`src/rtl/meat_draw_scheduler.sv`:
```
// meat_draw_scheduler
//   Shares the single VGA plot port between N_TILES meat tiles. Tiles that need
//   redrawing are marked pending; one is picked, its colours and origin are
//   latched, and its TILE_W x TILE_H rectangle is swept one pixel per accepted
//   cycle (fat colour on the border, muscle colour inside).
//
//   Build option: define SCHED_FIXED_PRIO_EN for fixed priority (lowest pending
//   index wins). Default build uses round-robin arbitration.
//
// Ports
//   clk, resetn          clock, synchronous active-low reset
//   i_dirty_req          per-tile redraw request pulses
//   i_colour_fat         packed fat colours, tile i at [i*COLOUR_W +: COLOUR_W]
//   i_colour_muscle      packed muscle colours, same packing
//   i_tile_x_base/y_base packed tile origins, tile i at [i*COORD_W +: COORD_W]
//   i_plot_ready         VGA side accepts the current pixel this cycle
//   o_plot               pixel valid (DRAW only)
//   o_x_out/o_y_out      pixel coordinate
//   o_colour_out         pixel colour
//   o_tile_idx           tile being drawn
//   o_busy               high while a tile is latched, drawn or finishing
//   o_tile_done          one-cycle pulse after the last pixel is accepted
module meat_draw_scheduler #(
    parameter int unsigned N_TILES  = 6,
    parameter int unsigned TILE_W   = 8,
    parameter int unsigned TILE_H   = 8,
    parameter int unsigned COLOUR_W = 9,
    parameter int unsigned COORD_W  = 8
) (
    input  logic                          clk,
    input  logic                          resetn,
    input  logic [N_TILES-1:0]            i_dirty_req,
    input  logic [N_TILES*COLOUR_W-1:0]   i_colour_fat,
    input  logic [N_TILES*COLOUR_W-1:0]   i_colour_muscle,
    input  logic [N_TILES*COORD_W-1:0]    i_tile_x_base,
    input  logic [N_TILES*COORD_W-1:0]    i_tile_y_base,
    input  logic                          i_plot_ready,
    output logic                          o_plot,
    output logic [COORD_W-1:0]            o_x_out,
    output logic [COORD_W-1:0]            o_y_out,
    output logic [COLOUR_W-1:0]           o_colour_out,
    output logic [2:0]                    o_tile_idx,
    output logic                          o_busy,
    output logic                          o_tile_done
);

    localparam int unsigned PX_W = $clog2(TILE_W);
    localparam int unsigned PY_W = $clog2(TILE_H);
    localparam logic [PX_W-1:0] PX_LAST = PX_W'(TILE_W - 1);
    localparam logic [PY_W-1:0] PY_LAST = PY_W'(TILE_H - 1);

    typedef enum logic [1:0] {StIdle, StLatch, StDraw, StDone} state_t;

    state_t              r_state, w_state_d;
    logic [N_TILES-1:0]  r_pending, w_pending_d, w_pending_clr;
    logic [2:0]          r_tile, w_tile_d;
    logic [PX_W-1:0]     r_px, w_px_d, w_px_n;
    logic [PY_W-1:0]     r_py, w_py_d, w_py_n;
    logic [COLOUR_W-1:0] r_fat, w_fat_d, r_muscle, w_muscle_d;
    logic [COORD_W-1:0]  r_x_base, w_x_base_d, r_y_base, w_y_base_d;
    logic [COORD_W-1:0]  r_x_out, w_x_out_d, r_y_out, w_y_out_d;
    logic [COLOUR_W-1:0] r_colour_out, w_colour_out_d;
    logic                w_any;
    logic [2:0]          w_winner;
`ifndef SCHED_FIXED_PRIO_EN
    logic [2:0]          r_rr_ptr, w_rr_ptr_d;
`endif

    // Arbitration: first pending tile in search order wins.
    always_comb begin
        w_any    = 1'b0;
        w_winner = '0;
`ifdef SCHED_FIXED_PRIO_EN
        for (int unsigned i = 0; i < N_TILES; i++) begin
            if (r_pending[i] && !w_any) begin
                w_any    = 1'b1;
                w_winner = 3'(i);
            end
        end
`else
        for (int unsigned k = 1; k <= N_TILES; k++) begin
            if (r_pending[(32'(r_rr_ptr) + k) % N_TILES] && !w_any) begin
                w_any    = 1'b1;
                w_winner = 3'((32'(r_rr_ptr) + k) % N_TILES);
            end
        end
`endif
    end

    // Coordinates of the pixel that follows the current one in raster order.
    always_comb begin
        if (r_px == PX_LAST) begin
            w_px_n = '0;
            w_py_n = r_py + 1'b1;
        end else begin
            w_px_n = r_px + 1'b1;
            w_py_n = r_py;
        end
    end

    always_comb begin
        w_state_d      = r_state;
        w_pending_clr  = '0;
        w_tile_d       = r_tile;
        w_px_d         = r_px;
        w_py_d         = r_py;
        w_fat_d        = r_fat;
        w_muscle_d     = r_muscle;
        w_x_base_d     = r_x_base;
        w_y_base_d     = r_y_base;
        w_x_out_d      = r_x_out;
        w_y_out_d      = r_y_out;
        w_colour_out_d = r_colour_out;
`ifndef SCHED_FIXED_PRIO_EN
        w_rr_ptr_d     = r_rr_ptr;
`endif
        unique case (r_state)
            StIdle: begin
                if (w_any) begin
                    w_state_d     = StLatch;
                    w_tile_d      = w_winner;
                    w_pending_clr = N_TILES'(1) << w_winner;
`ifndef SCHED_FIXED_PRIO_EN
                    w_rr_ptr_d    = w_winner;
`endif
                end
            end
            StLatch: begin
                // Snapshot the tile's inputs so later changes cannot tear it.
                w_fat_d        = i_colour_fat[32'(r_tile)*COLOUR_W +: COLOUR_W];
                w_muscle_d     = i_colour_muscle[32'(r_tile)*COLOUR_W +: COLOUR_W];
                w_x_base_d     = i_tile_x_base[32'(r_tile)*COORD_W +: COORD_W];
                w_y_base_d     = i_tile_y_base[32'(r_tile)*COORD_W +: COORD_W];
                w_px_d         = '0;
                w_py_d         = '0;
                // Pixel (0,0) is always on the border.
                w_x_out_d      = w_x_base_d;
                w_y_out_d      = w_y_base_d;
                w_colour_out_d = w_fat_d;
                w_state_d      = StDraw;
            end
            StDraw: begin
                if (i_plot_ready) begin
                    if (r_px == PX_LAST && r_py == PY_LAST) begin
                        w_state_d = StDone;
                    end else begin
                        w_px_d    = w_px_n;
                        w_py_d    = w_py_n;
                        w_x_out_d = r_x_base + COORD_W'(w_px_n);
                        w_y_out_d = r_y_base + COORD_W'(w_py_n);
                        if (w_px_n == '0 || w_px_n == PX_LAST ||
                            w_py_n == '0 || w_py_n == PY_LAST) begin
                            w_colour_out_d = r_fat;
                        end else begin
                            w_colour_out_d = r_muscle;
                        end
                    end
                end
            end
            StDone: begin
                w_state_d = StIdle;
            end
            default: begin
                w_state_d = StIdle;
            end
        endcase
        // A new request on the same edge as the clear re-arms the tile.
        w_pending_d = (r_pending & ~w_pending_clr) | i_dirty_req;
    end

    always_ff @(posedge clk) begin
        if (!resetn) begin
            r_state      <= StIdle;
            r_pending    <= '1;
            r_tile       <= '0;
            r_px         <= '0;
            r_py         <= '0;
            r_fat        <= '0;
            r_muscle     <= '0;
            r_x_base     <= '0;
            r_y_base     <= '0;
            r_x_out      <= '0;
            r_y_out      <= '0;
            r_colour_out <= '0;
`ifndef SCHED_FIXED_PRIO_EN
            r_rr_ptr     <= 3'(N_TILES - 1);
`endif
        end else begin
            r_state      <= w_state_d;
            r_pending    <= w_pending_d;
            r_tile       <= w_tile_d;
            r_px         <= w_px_d;
            r_py         <= w_py_d;
            r_fat        <= w_fat_d;
            r_muscle     <= w_muscle_d;
            r_x_base     <= w_x_base_d;
            r_y_base     <= w_y_base_d;
            r_x_out      <= w_x_out_d;
            r_y_out      <= w_y_out_d;
            r_colour_out <= w_colour_out_d;
`ifndef SCHED_FIXED_PRIO_EN
            r_rr_ptr     <= w_rr_ptr_d;
`endif
        end
    end

    assign o_plot       = (r_state == StDraw);
    assign o_busy       = (r_state != StIdle);
    assign o_tile_done  = (r_state == StDone);
    assign o_x_out      = r_x_out;
    assign o_y_out      = r_y_out;
    assign o_colour_out = r_colour_out;
    assign o_tile_idx   = r_tile;

endmodule
```
`config.mk`:
```
export PLATFORM = sky130hd
export DESIGN_NAME = meat_draw_scheduler
export DESIGN_NICKNAME = d
export VERILOG_FILES = /design/src/rtl/meat_draw_scheduler.sv
export SDC_FILE = /design/constraint.sdc
export NUM_CORES = 1
export LEC_CHECK = 0
export BUFFER_PORTS_ARGS = -buffer_cell sky130_fd_sc_hd__buf_2
export CORE_MARGIN = 5
export CORE_UTILIZATION = 50
export CTS_CLUSTER_SIZE = 28
export DETAILED_ROUTE_END_ITERATION = 8
export PLACE_DENSITY = 0.8
export RECOVER_POWER = 25
export SLEW_MARGIN = 20
export SYNTH_ARGS = -nofsm -noshare
export SYNTH_HDL_FRONTEND = slang
export SYNTH_SLANG_ARGS = --single-unit
export TNS_END_PERCENT = 1
```
`constraint.sdc`:
```
create_clock -name clk -period 4.1 [get_ports clk]
set_input_delay 0.615 -clock clk [delete_from_list [all_inputs] [get_ports clk]]
set_output_delay 0.615 -clock clk [all_outputs]
set_load 0.02 [all_outputs]
```
==> flow_summary.yaml <==
outcome:
  outcome: "complete, no violations"
grt:
  antenna_found_initial: 3
  grt_remaining_overflow: 0
  grt_pass1_vias: 6005
  grt_max_degree: 69
  grt_pass1_wl_microns: 30600
  track_usage_pct: 26.6
clocking:
  ctsHtreeMaxLevel: 3
  post_cts_buffers: 0
  cts_buffers: 9
  cts_sinks: 78
  ctsHoldBuffers: 0
  clk_latency_ns: 0.34
  cts_tree: "yes"
  cts-root-buf: "clkbuf_16"
  path_clk_slew_ns: 0.06
  cts_resized: 0
  clk_path_buf_depth: 2
worst_setup_path:
  slowest_delay_ns: 0.46
  cp.required_ns: 4.31
  path_max_fanout: 9
  critical_path_class: "reg2reg"
  worst_setup_path_start_kind: "flop"
  regToRegSetupSlack_ns: 0.36
  end_kind: "flop"
  arrival_ns: 3.95
  crit_buf_inv: 1
  path_cells: "inv_1, ha_1, nand2_1, nand2_1, ha_1, nand3b_1, xor2_1, a22oi_1, a21o_1, nand2_1, o311a_1, a2bb2oi_4, o31a_1, or3_1"
  slowest_stage: "dfxtp_1"
  cpMostUsedCell: "nand2_1"
  crit_family: "compound AO/OA/AOI/OAI gates"
detailed_routing:
  drtIter0Drc: 511
  wirelength_microns: 20100
  avgRoutedWirePerCell_microns: 18.4
  avgViaCountPerCell: 5.72
  dr.pass1.iters: 5
  drc: 0
  vias: 6265
  ant_nets: 0
logic_synthesis:
  synthTopCellsByArea: "dfxtp_1, mux4_2, mux2i_1"
  synth_xor_area_share_pct: 2.66
  synth_simple_gate_area_share_pct: 16.8
  ys_ff_latch: 78
  synthAdderAreaFrac_pct: 6.54
  synth_top_cell_by_area: "dfxtp_1"
  synth-main-ff-cell: "dfxtp_1"
  synth_async_sr_flop_share_pct: 0
  synth_nets: 954
  synth_edf_count: 0
  ys_types: 70
  synth_top_area_share_pct: 25.4
  syn_area_per_cell_sq_um: 8.67
  synth_compound_area_share_pct: 21.4
  synthCells: 710
  synthesis.area_sq_um: 6160
  synth_top_family_by_area: "multiplexers"
  seq_area_frac_synth_pct: 25.4
  yosys_warnings: 0
  muxShareOfSynthArea_pct: 22.1
timing:
  worst_pin_slew_ns: 0.993
  final_max_slew_viol_count: 0
  slew_headroom_pct: 33.6
  whs_ns: 0.449
  finalSetupViolCount: 0
  fin_crit_ns: 3.74
  period_share_pct: 91.3
  skew_ns: 0.00897
  setup_tns_ns: 0
  final_hold_viol_count: 0
  rsz0062_at_grt: "no"
  fmaxAchievable_mhz: 267
final_layout:
  mostFrequentLayoutCells: "buf_2, nor2_1, dfxtp_1"
  layout_commonest_cell: "buf_2"
  area.growth.synth_to_final_pct: 25.5
  drive_gt1_share_pct: 32.5
  final_util_pct: 64.1
  instances_no_fill: 1095
  finalNetCount: 1164
power:
  leakagePower_nw: 3.31
  power_mw: 5.46
  irDropWorstVdd_mv: 0.337
  power_density_nw_per_um2: 706
place:
  gp_congestion: 0.946
  port_buffers: 243
  placedCellCount: 1077
  dp_hpwl_microns: 16300
die:
  io_pins: 244
  die_area_sq_um: 14600
  core_sq_um: 12100
  rows: 40
  die_height_microns: 121
  initial_core_util_pct: 51.0
  die_w_microns: 121
min_path:
  hold_class: "reg2reg"
job:
  cap_viol_max_count: 0
-- worst register-to-register path, stage by stage, from the launching register on --
cell and delay (ns):
dfxtp_1 0.46, inv_1 0.17, ha_1 0.31, nand2_1 0.13
nand2_1 0.07, ha_1 0.30, nand3b_1 0.21, xor2_1 0.17
a22oi_1 0.31, a21o_1 0.21, nand2_1 0.11, o311a_1 0.38
a2bb2oi_4 0.20, o31a_1 0.29, or3_1 0.30
-- metal layers --
metal | wire (microns) | global-route usage, %
met1 | 8080 | 33.8
met2 | 9740 | 43.7
met3 | 1580 | 6.53
met4 | 685 | 10.1
met5 | 13 | 0
-- area by class of cell --
| type | count | area (sq um) |
|---|---|---|
| fill | 1056 | 4330 |
| multi-input combinational | 555 | 4290 |
| sequential | 78 | 1570 |
| timing repair buffer | 254 | 1260 |
| clock buffer | 10 | 239 |
| tap | 168 | 210 |
| inverter | 22 | 83.8 |
| clock inverter | 6 | 68.8 |
| antenna | 2 | 5.00 |
-- path summary, 6_finish.rpt --
kind,start,endpoint,cells past startpoint
worst max register to register,r_rr_ptr[2]$_SDFFE_PN1P_,r_pending[3]$_SDFF_PN1_,14
worst max-delay path,r_rr_ptr[2]$_SDFFE_PN1P_,r_pending[3]$_SDFF_PN1_,14
worst min-delay path,o_x_out[4]$_SDFFE_PN0P_,o_x_out[4]$_SDFFE_PN0P_,2
worst min register to register,o_x_out[4]$_SDFFE_PN0P_,o_x_out[4]$_SDFFE_PN0P_,2
-- sequential cells by signal (all words and copies together), names as in the netlist --
name          flops
o_x_out           8
r_fat             9
r_x_base          8
o_y_out           8
r_rr_ptr          2
r_py              3
o_colour_out      9
r_px              3
r_state           2
r_pending         6
o_tile_idx        3
r_muscle          9
r_y_base          8
-- metrics by stage --
step	setup slack, ns	cell area, sq um
2_1_floorplan	0.467	6160
3_3_place_gp	0.430	7450
3_5_place_dp	0.381	7450
4_1_cts	0.363	7760
5_1_grt	0.0579	7730
6_report	0.356	7730
-- cells by family after synthesis --
family / after synthesis
AO/OA/AOI/OAI: 194
XOR/XNOR: 17
adder cells (fa/ha/maj): 31
buffers and inverters: 77
flip-flops: 78
multiplexers: 93
AND/OR/NAND/NOR: 220
-- power breakdown --
part	switching, mW	internal, mW	leakage, nW	total (mW)
sequential	0.293	1.04	0.640	1.33
combinational	1.95	1.37	2.52	3.32
clock	0.317	0.492	0.149	0.809
-- cells in the mapped netlist, types with 4 or more instances --
cell type,number
nor2_1,82
dfxtp_1,78
nand2_1,66
a21oi_1,62
mux2i_1,56
clkbuf_1,37
mux4_2,34
ha_1,29
o21ai_0,28
a211oi_1,24
inv_1,19
nand2b_1,19
o211ai_1,18
o2bb2ai_1,16
nand3_1,13
xnor2_1,8
a31oi_1,7
buf_1,7
buf_2,7
xor2_1,7
nand4_1,6
nor2b_1,6
or3_1,6
a211o_1,4
a21o_1,4
and2_1,4
Note: power is estimated with default switching activity, not from simulation.
